==> src/rtl/mem_ctrl_pkg.sv <==
// mem_ctrl_pkg: shared encodings and constants for the memory controller.
//   state_t     : mem_state encodings (IDLE 00, SLB 01, IF 10)
//   IO_BASE_DEF : default start of the memory-mapped IO region
//   SZ_*        : legal access sizes in bytes
package mem_ctrl_pkg;
   typedef enum logic [1:0] {ST_IDLE = 2'b00, ST_SLB = 2'b01, ST_IF = 2'b10} state_t;
   localparam logic [31:0] IO_BASE_DEF = 32'h0003_0000;
   localparam logic [2:0] SZ_BYTE = 3'd1;
   localparam logic [2:0] SZ_HALF = 3'd2;
   localparam logic [2:0] SZ_WORD = 3'd4;
endpackage

==> src/rtl/mem_ctrl_if.sv <==
// mem_ctrl_if: requester-side bundle of the memory controller.
//   slb_send/slb_type/slb_addr/slb_store_val/slb_size : load/store request
//   mem_valid/mem_state/mem_load_val                  : load/store completion and status
//   if_send/if_addr                                   : fetch request
//   if_valid/if_inst                                  : fetch completion
// Modports: master = requester side, slave = mem_ctrl.
interface mem_ctrl_if;
   logic        slb_send;
   logic        slb_type;
   logic [31:0] slb_addr;
   logic [31:0] slb_store_val;
   logic [2:0]  slb_size;
   logic        mem_valid;
   logic [1:0]  mem_state;
   logic [31:0] mem_load_val;
   logic        if_send;
   logic [31:0] if_addr;
   logic        if_valid;
   logic [31:0] if_inst;
   modport master (
      output slb_send, slb_type, slb_addr, slb_store_val, slb_size, if_send, if_addr,
      input  mem_valid, mem_state, mem_load_val, if_valid, if_inst
   );
   modport slave (
      input  slb_send, slb_type, slb_addr, slb_store_val, slb_size, if_send, if_addr,
      output mem_valid, mem_state, mem_load_val, if_valid, if_inst
   );
endinterface

==> src/rtl/mem_ctrl_byte_seq.sv <==
// mem_byte_seq: byte counter, address generation and little-endian byte assembly.
//   clk, rst   : clock, synchronous active-high reset
//   rdy        : global enable, low freezes all state
//   start      : load base address, clear counter and assembly register
//   adv        : step to the next byte (also commits the assembled word)
//   addr_in    : base address taken on start
//   mem_din    : RAM read byte, belongs to the address of the previous cycle
//   cnt        : current byte index
//   mem_a      : base + cnt, wraps at 32 bits
//   word       : assembled word including the byte arriving this cycle
module mem_byte_seq
   import mem_ctrl_pkg::*;
(
   input  logic        clk,
   input  logic        rst,
   input  logic        rdy,
   input  logic        start,
   input  logic        adv,
   input  logic [31:0] addr_in,
   input  logic [7:0]  mem_din,
   output logic [2:0]  cnt,
   output logic [31:0] mem_a,
   output logic [31:0] word
);
   logic [31:0] base;
   logic [31:0] acc;
   logic [1:0]  lane;
   logic [4:0]  sh;
   always_ff @(posedge clk) begin
      if (rst) begin
         cnt  <= '0;
         base <= '0;
         acc  <= '0;
      end else if (rdy) begin
         if (start) begin
            cnt  <= '0;
            base <= addr_in;
            acc  <= '0;
         end else if (adv) begin
            cnt <= cnt + 3'd1;
            acc <= word;
         end
      end
   end
   assign mem_a = base + 32'(cnt);
   // mem_din at index cnt carries the byte addressed at cnt-1
   assign lane = 2'(cnt - 3'd1);
   assign sh   = {lane, 3'b000};
   assign word = (cnt == '0) ? acc : (acc & ~(32'hFF << sh)) | (32'(mem_din) << sh);
endmodule

==> src/rtl/mem_ctrl.sv <==
// mem_ctrl: byte-serial RAM controller arbitrating load/store and fetch requests.
//   clk, rst        : clock, synchronous active-high reset (priority over everything)
//   rdy             : global enable, low freezes all state and outputs
//   jump_rst        : flush; aborts loads/fetches, stores still finish
//   bus (slave)     : request/response bundle, see mem_ctrl_if
//   mem_din         : RAM read byte, valid one cycle after its address
//   mem_dout/mem_a/mem_wr : RAM write byte, address, write strobe
//   io_buffer_full  : IO output buffer full
// Optional feature: define MEM_CTRL_IO_STALL_EN to hold store bytes aimed at
// addresses >= IO_BASE while io_buffer_full is high.
module mem_ctrl
   import mem_ctrl_pkg::*;
#(
   parameter logic [31:0] IO_BASE = IO_BASE_DEF
) (
   input  logic        clk,
   input  logic        rst,
   input  logic        rdy,
   input  logic        jump_rst,
   mem_ctrl_if.slave   bus,
   input  logic [7:0]  mem_din,
   output logic [7:0]  mem_dout,
   output logic [31:0] mem_a,
   output logic        mem_wr,
   input  logic        io_buffer_full
);
   state_t      state, state_nx;
   logic        stype;
   logic [2:0]  size;
   logic [31:0] sval;
   logic        valid_q, fvalid_q;
   logic [31:0] load_q, inst_q;
   logic [2:0]  cnt;
   logic [31:0] word;
   logic        idle_ok, acc_slb, acc_if, ld, ld_done, st_done, stall, adv;
   // no acceptance while a completion pulse is out, so one request never
   // turns into two accesses
   assign idle_ok = state == ST_IDLE && !valid_q && !fvalid_q && !jump_rst;
   assign acc_slb = idle_ok && bus.slb_send;
   assign acc_if  = idle_ok && !bus.slb_send && bus.if_send;
   assign ld      = state == ST_IF || (state == ST_SLB && !stype);
   // a load finishes one cycle after its last address, when the last byte arrives
   assign ld_done = ld && !jump_rst && cnt == size;
   assign st_done = state == ST_SLB && stype && !stall && cnt == size - SZ_BYTE;
   assign adv     = state != ST_IDLE && !stall;
`ifdef MEM_CTRL_IO_STALL_EN
   assign stall = state == ST_SLB && stype && mem_a >= IO_BASE && io_buffer_full;
`else
   logic unused_io;
   assign stall     = 1'b0;
   assign unused_io = io_buffer_full | (|IO_BASE);
`endif
   mem_byte_seq u_seq (
      .clk     (clk),
      .rst     (rst),
      .rdy     (rdy),
      .start   (acc_slb || acc_if),
      .adv     (adv),
      .addr_in (acc_slb ? bus.slb_addr : bus.if_addr),
      .mem_din (mem_din),
      .cnt     (cnt),
      .mem_a   (mem_a),
      .word    (word)
   );
   always_ff @(posedge clk) begin
      if (rst) state <= ST_IDLE;
      else if (rdy) state <= state_nx;
   end
   always_comb begin
      state_nx = state;
      if (state == ST_IDLE) state_nx = acc_slb ? ST_SLB : acc_if ? ST_IF : ST_IDLE;
      else if ((ld && jump_rst) || ld_done || st_done) state_nx = ST_IDLE;
   end
   always_comb begin
      bus.mem_state    = state;
      bus.mem_valid    = valid_q;
      bus.if_valid     = fvalid_q;
      bus.mem_load_val = load_q;
      bus.if_inst      = inst_q;
      mem_wr           = state == ST_SLB && stype && !stall;
      mem_dout         = 8'(sval >> {cnt[1:0], 3'b000});
   end
   always_ff @(posedge clk) begin
      if (rst) begin
         stype    <= 1'b0;
         size     <= '0;
         sval     <= '0;
         valid_q  <= 1'b0;
         fvalid_q <= 1'b0;
         load_q   <= '0;
         inst_q   <= '0;
      end else if (rdy) begin
         if (acc_slb) begin
            stype <= bus.slb_type;
            size  <= bus.slb_size;
            sval  <= bus.slb_store_val;
         end else if (acc_if) begin
            stype <= 1'b0;
            size  <= SZ_WORD;
         end
         valid_q  <= state == ST_SLB && (ld_done || st_done);
         fvalid_q <= state == ST_IF && ld_done;
         if (state == ST_SLB && ld_done) load_q <= word;
         if (state == ST_IF && ld_done) inst_q <= word;
      end
   end
endmodule

==> src/flat_wrapper.sv <==
// flat-port wrapper written by rule: the top's interface ports become plain ports
module mem_ctrl_flat import mem_ctrl_pkg::*;
#(
   parameter logic [31:0] IO_BASE = IO_BASE_DEF
)
  (clk, rst, rdy, jump_rst, mem_din, mem_dout, mem_a, mem_wr, io_buffer_full, bus_slb_send, bus_slb_type, bus_slb_addr, bus_slb_store_val, bus_slb_size, bus_if_send, bus_if_addr, bus_mem_valid, bus_mem_state, bus_mem_load_val, bus_if_valid, bus_if_inst);
  mem_ctrl_if bus_i ();
  input  logic clk;
  input  logic rst;
  input  logic rdy;
  input  logic jump_rst;
  input  logic [7:0] mem_din;
  output logic [7:0] mem_dout;
  output logic [31:0] mem_a;
  output logic mem_wr;
  input  logic io_buffer_full;
  input wire logic [$bits(bus_i.slb_send)-1:0] bus_slb_send;
  input wire logic [$bits(bus_i.slb_type)-1:0] bus_slb_type;
  input wire logic [$bits(bus_i.slb_addr)-1:0] bus_slb_addr;
  input wire logic [$bits(bus_i.slb_store_val)-1:0] bus_slb_store_val;
  input wire logic [$bits(bus_i.slb_size)-1:0] bus_slb_size;
  input wire logic [$bits(bus_i.if_send)-1:0] bus_if_send;
  input wire logic [$bits(bus_i.if_addr)-1:0] bus_if_addr;
  output wire logic [$bits(bus_i.mem_valid)-1:0] bus_mem_valid;
  output wire logic [$bits(bus_i.mem_state)-1:0] bus_mem_state;
  output wire logic [$bits(bus_i.mem_load_val)-1:0] bus_mem_load_val;
  output wire logic [$bits(bus_i.if_valid)-1:0] bus_if_valid;
  output wire logic [$bits(bus_i.if_inst)-1:0] bus_if_inst;
  assign bus_i.slb_send = bus_slb_send;
  assign bus_i.slb_type = bus_slb_type;
  assign bus_i.slb_addr = bus_slb_addr;
  assign bus_i.slb_store_val = bus_slb_store_val;
  assign bus_i.slb_size = bus_slb_size;
  assign bus_i.if_send = bus_if_send;
  assign bus_i.if_addr = bus_if_addr;
  assign bus_mem_valid = bus_i.mem_valid;
  assign bus_mem_state = bus_i.mem_state;
  assign bus_mem_load_val = bus_i.mem_load_val;
  assign bus_if_valid = bus_i.if_valid;
  assign bus_if_inst = bus_i.if_inst;
  mem_ctrl #(.IO_BASE(IO_BASE)) u_core (.clk(clk), .rst(rst), .rdy(rdy), .jump_rst(jump_rst), .bus(bus_i), .mem_din(mem_din), .mem_dout(mem_dout), .mem_a(mem_a), .mem_wr(mem_wr), .io_buffer_full(io_buffer_full));
endmodule
==> config.mk <==
export PLATFORM = sky130hd
export DESIGN_NAME = mem_ctrl_flat
export DESIGN_NICKNAME = d
export VERILOG_FILES = /design/src/rtl/mem_ctrl_pkg.sv /design/src/rtl/mem_ctrl_if.sv /design/src/rtl/mem_ctrl_byte_seq.sv /design/src/rtl/mem_ctrl.sv /design/src/flat_wrapper.sv
export SDC_FILE = /design/constraint.sdc
export NUM_CORES = 1
export LEC_CHECK = 0
export BUFFER_PORTS_ARGS = -buffer_cell sky130_fd_sc_hd__buf_4
export CAP_MARGIN = 25
export CORE_MARGIN = 1
export CORE_UTILIZATION = 55
export CTS_BUF_LIST = sky130_fd_sc_hd__clkbuf_8
export DETAILED_ROUTE_END_ITERATION = 10
export PLACE_DENSITY = 0.87
export SYNTH_ARGS = -nofsm -noshare
export SYNTH_HDL_FRONTEND = slang
export SYNTH_HIERARCHICAL = 1
export SYNTH_SLANG_ARGS = --single-unit
export TNS_END_PERCENT = 50
==> constraint.sdc <==
create_clock -name clk -period 3 [get_ports clk]
set_clock_uncertainty 0.1 [all_clocks]
set_input_delay 0.3 -clock clk [delete_from_list [all_inputs] [get_ports clk]]
set_output_delay 0.3 -clock clk [all_outputs]
set_load 0.01 [all_outputs]
==> results summary <==
The final design utilization is 0.734. The sum of routed wire segments on met1 is 9580 um. The cell count of the worst reg-to-reg path came out at 7. The worst supply voltage drop on vdd is between 0.3 and 0.4 mV.

For this run, the register share of the synthesized area comes to 0.390. The number of buffers and inverters on the critical path is 1. For this run, the post-layout net count is ~1400. The top-level port count is between 200 and 250. The wire length of the first global-routing pass is about 40000 um. The final critical path time including I/O delays and setup is roughly 2.8 ns. The tightest min-delay check is of the primary input to flop type. On the worst path, the slowest cell contributes a delay of around 0.52 ns.

The number of stages on the worst setup path came out at 6. The initial cell density of the core is 0.572. The number of rows created at floorplan came out at 45. The worst max-slew margin expressed relative to the limit is 0.509. The area of all placed cells without fillers is 11300 sq um. The worst hold slack after final layout came out at 0.118 ns.

Entering global routing, the biggest net connects 64 pins. Detailed routing placed a total of between 1500 and 2000 um of wire on met3. The root buffer cell is sky130_fd_sc_hd__clkbuf_8.

The remaining antenna violation count after routing is 0. The primary flip-flop cell chosen by synthesis mapping is sky130_fd_sc_hd__dfxtp_1. Max-cap violations in this run came to 0. The cell area power density came out at 415 nW/um^2. The standard cell core area is roughly 15000 sq um. The worst setup path is of the flop to primary output kind. The static leakage is approximately 4.7 nW. The top cell type's share of synthesized area is 0.390. Walking the worst path, the cells encountered are ha_1, and3_1, o21ai_4, nor2_1, xor2_1, buf_4.

In the routed design, unresolved DRC markers number 0. The biggest area contributor in the post-synthesis netlist is sky130_fd_sc_hd__dfxtp_1. The achievable clock frequency is around 360 MHz. The H-tree was split into 4 levels.

The ratio of cells with drive above 1 in the final layout is 0.300. The final max-slew violation count is 0. Setup repair after global routing left no endpoint under its margin. After routing, the total negative slack on setup checks comes to 0 ns. The share of the cycle needed by the critical path after routing came out at 0.938. The proportion of synthesized flip-flops having asynchronous set or reset came out at 0. After legalization and detailed placement, the total HPWL measured roughly 16000 um. The post-synthesis cell count came out at between 1000 and 1500. In this run the tool buffered the top-level ports with 222 buffer cells.

The die outline height came out at between 100 and 150 um. The floorplan step defined a die boundary enclosing around 16000 sq um. The final setup violation count is 0.

For this block, the via count after detailed routing is a little over 8000. The first-pass iteration count of the detailed router came out at 5. At the pin with the least slew margin, the transition time is 0.734 ns.

The overall global routing resource usage came out at 0.304. Along the worst path, the maximum fanout reaches 10. The amount of wire on met2 after detailed routing is about 12000 um.

The placed instances occupy a cell area of 10500 sq um. Yosys printed 6 warnings. After detailed routing, the average wire length per cell comes to 17.0 um. The flip-flop and latch count after synthesis is 171. The mean instance size in the synthesized netlist came out at 8.75 sq um. The flow ran to the end, and the final reports show no timing, DRC or antenna violations. The most common cell in the synthesized netlist is sky130_fd_sc_hd__nand2_1. Counting along the longest clock path gives a buffer depth of 2. The number of distinct library cells after synthesis came out at 62. After global routing the overflow that remains totals 0. Along the worst hold path, the cell count comes to 4. The type of element launching the critical path is a flop. In this run the top signal layer used is met4.

The synthesized netlist occupies a cell area of slightly below 9000 sq um. Dividing the detail-routed via count by the number of cells gives between 5 and 6. The count of routing violations after the opening detailed-route iteration came out at 544.

The top cell family by delay on the critical path is flip-flops. Clock-pin slew was measured on the worst setup and hold paths at ~0.090 ns. The arrival time at the worst endpoint came out at ~2.4 ns.

The later-pin clock latency in the skew report came out at roughly 0.47 ns. The worst setup path is captured at a primary output. The number of enable flip-flop cells after synthesis is 0. The smallest setup slack after layout came out at between 0.15 and 0.2 ns. The number of setup buffers added after CTS is 0. The number of buffers inserted during clock tree synthesis came out at 17. In the post-synthesis netlist, the biggest area contributors are sky130_fd_sc_hd__dfxtp_1 (39%), sky130_fd_sc_hd__nand2_1 (12%), sky130_fd_sc_hd__mux2i_1 (7.3%). The area growth from synthesis to final layout is 28.4%. In the synthesized netlist, the cells that appear most often are sky130_fd_sc_hd__nand2_1 (272), sky130_fd_sc_hd__dfxtp_1 (171), sky130_fd_sc_hd__a21oi_1 (75). The power after layout is around 4.7 mW. The TritonCTS clock tree is done. The routed design has between 20000 and 25000 um of wire. The total number of clock tree sinks is 171.

The horizontal extent of the die is between 100 and 150 um. The placement-stage worst setup slack is around 0.52 ns. The initial antenna violation count is 1. The number of nets produced by synthesis is about 1100. The critical path's slowest cell is sky130_fd_sc_hd__dfxtp_1. The number of placed cells counting well taps came out at 1387. The global placer's final weighted congestion came out at 0.855. The final standard cell count with taps included and fillers excluded is between 1000 and 1500.

The via count of the first global-routing pass came out at between 7000 and 8000. At the worst endpoint, the required time is 2.60 ns. The final hold violation count came out at 0.
[tightest hold or removal path, stage by stage]
cell and delay (ns):
sky130_fd_sc_hd__buf_4 0.07, sky130_fd_sc_hd__mux2_2 0.13, sky130_fd_sc_hd__nand2_1 0.04, sky130_fd_sc_hd__a21oi_1 0.10
[per-layer routing]
layer | vias to the layer above | GRT usage
met5 | - | 0
met4 | 0 | 0.192
met3 | 106 | 0.0757
met2 | 337 | 0.525
met1 | 3759 | 0.334
li1 | 3858 | -
[what timing repair did]
| action | in CTS | in global routing |
|---|---|---|
| gates resized for setup | 1 | 1 |
| hold buffers | 37 | 0 |
| hold endpoints to repair | 37 | 0 |
| setup endpoints to repair | 1 | 1 |
| pin swaps | 0 | 0 |
[path summary, 6_finish.rpt]
path	startpoint	endpoint	slack, ns
worst max-delay path	u_core/u_seq/cnt[2]	mem_a[7]	0.19
worst min-delay path	bus_if_addr[9]	u_core/u_seq/base[9]	0.12
worst max register to register	u_core/u_seq/cnt[1]	u_core/bus.mem_load_val[7]	0.55
worst min register to register	u_core/u_seq/acc[31]	u_core/u_seq/acc[31]	0.35
[layout make-up]
class / instances / area, sq um
antenna: 1 / 2.50
clock buffer: 19 / 262
clock inverter: 13 / 166
fill: 1132 / 4090
inverter: 12 / 45.0
multi-input combinational: 752 / 4910
sequential: 171 / 3420
tap: 211 / 264
timing repair buffer: 278 / 2200
[cell families after synthesis]
kind of cell	count (synthesis)	synth area share
buffers and inverters	81	0.0544
AOI/OAI and AO/OA	177	0.124
xor gates and xnor gates	36	0.0392
DFF	171	0.390
and+or+nand+nor	425	0.243
muxes	104	0.134
adders and majority gates	10	0.0151
[flip-flops by register name, indices dropped and copies added, names as in the netlist]
name and cells:
u_core/bus.mem_state 2, u_core/u_seq/cnt 3, u_core/stype 1, u_core/u_seq/base 32, u_core/u_seq/acc 32, u_core/sval 32, u_core/bus.mem_load_val 32, u_core/bus.if_valid 1
u_core/bus.mem_valid 1, u_core/size 3, u_core/bus.if_inst 32
[where the power goes]
| part | total [mW] | internal [mW] | switching [mW] |
|---|---|---|---|
| combinational | 0.585 | 0.291 | 0.294 |
| clock | 1.74 | 0.873 | 0.867 |
| sequential | 2.35 | 2.31 | 0.0426 |
[layout by cell type (no fill, tap or decap), types with 6 or more instances in the layout]
master / netlist / final
sky130_fd_sc_hd__nor4b_2: 6 / 6
sky130_fd_sc_hd__nand2_1: 272 / 272
sky130_fd_sc_hd__mux2i_1: 64 / 64
sky130_fd_sc_hd__nand3_1: 8 / 8
sky130_fd_sc_hd__nor3b_1: 25 / 25
sky130_fd_sc_hd__a21boi_0: 32 / 32
sky130_fd_sc_hd__or2_1: 22 / 22
sky130_fd_sc_hd__mux4_2: 8 / 8
sky130_fd_sc_hd__dlygate4sd3_1: 0 / 37
sky130_fd_sc_hd__mux2_1: 7 / 7
sky130_fd_sc_hd__clkbuf_8: 0 / 19
sky130_fd_sc_hd__a21oi_1: 75 / 75
sky130_fd_sc_hd__inv_1: 11 / 12
sky130_fd_sc_hd__ha_1: 9 / 9
sky130_fd_sc_hd__xnor2_1: 8 / 8
sky130_fd_sc_hd__dfxtp_1: 171 / 171
sky130_fd_sc_hd__or2_2: 11 / 11
sky130_fd_sc_hd__mux2_2: 25 / 25
sky130_fd_sc_hd__a21oi_2: 23 / 23
sky130_fd_sc_hd__o21ai_0: 12 / 12
sky130_fd_sc_hd__xor2_1: 25 / 25
sky130_fd_sc_hd__o21ai_1: 23 / 22
sky130_fd_sc_hd__buf_4: 3 / 239
sky130_fd_sc_hd__nor3_1: 11 / 11
sky130_fd_sc_hd__nor2_1: 20 / 19
Power figures use the tool's default switching activity.
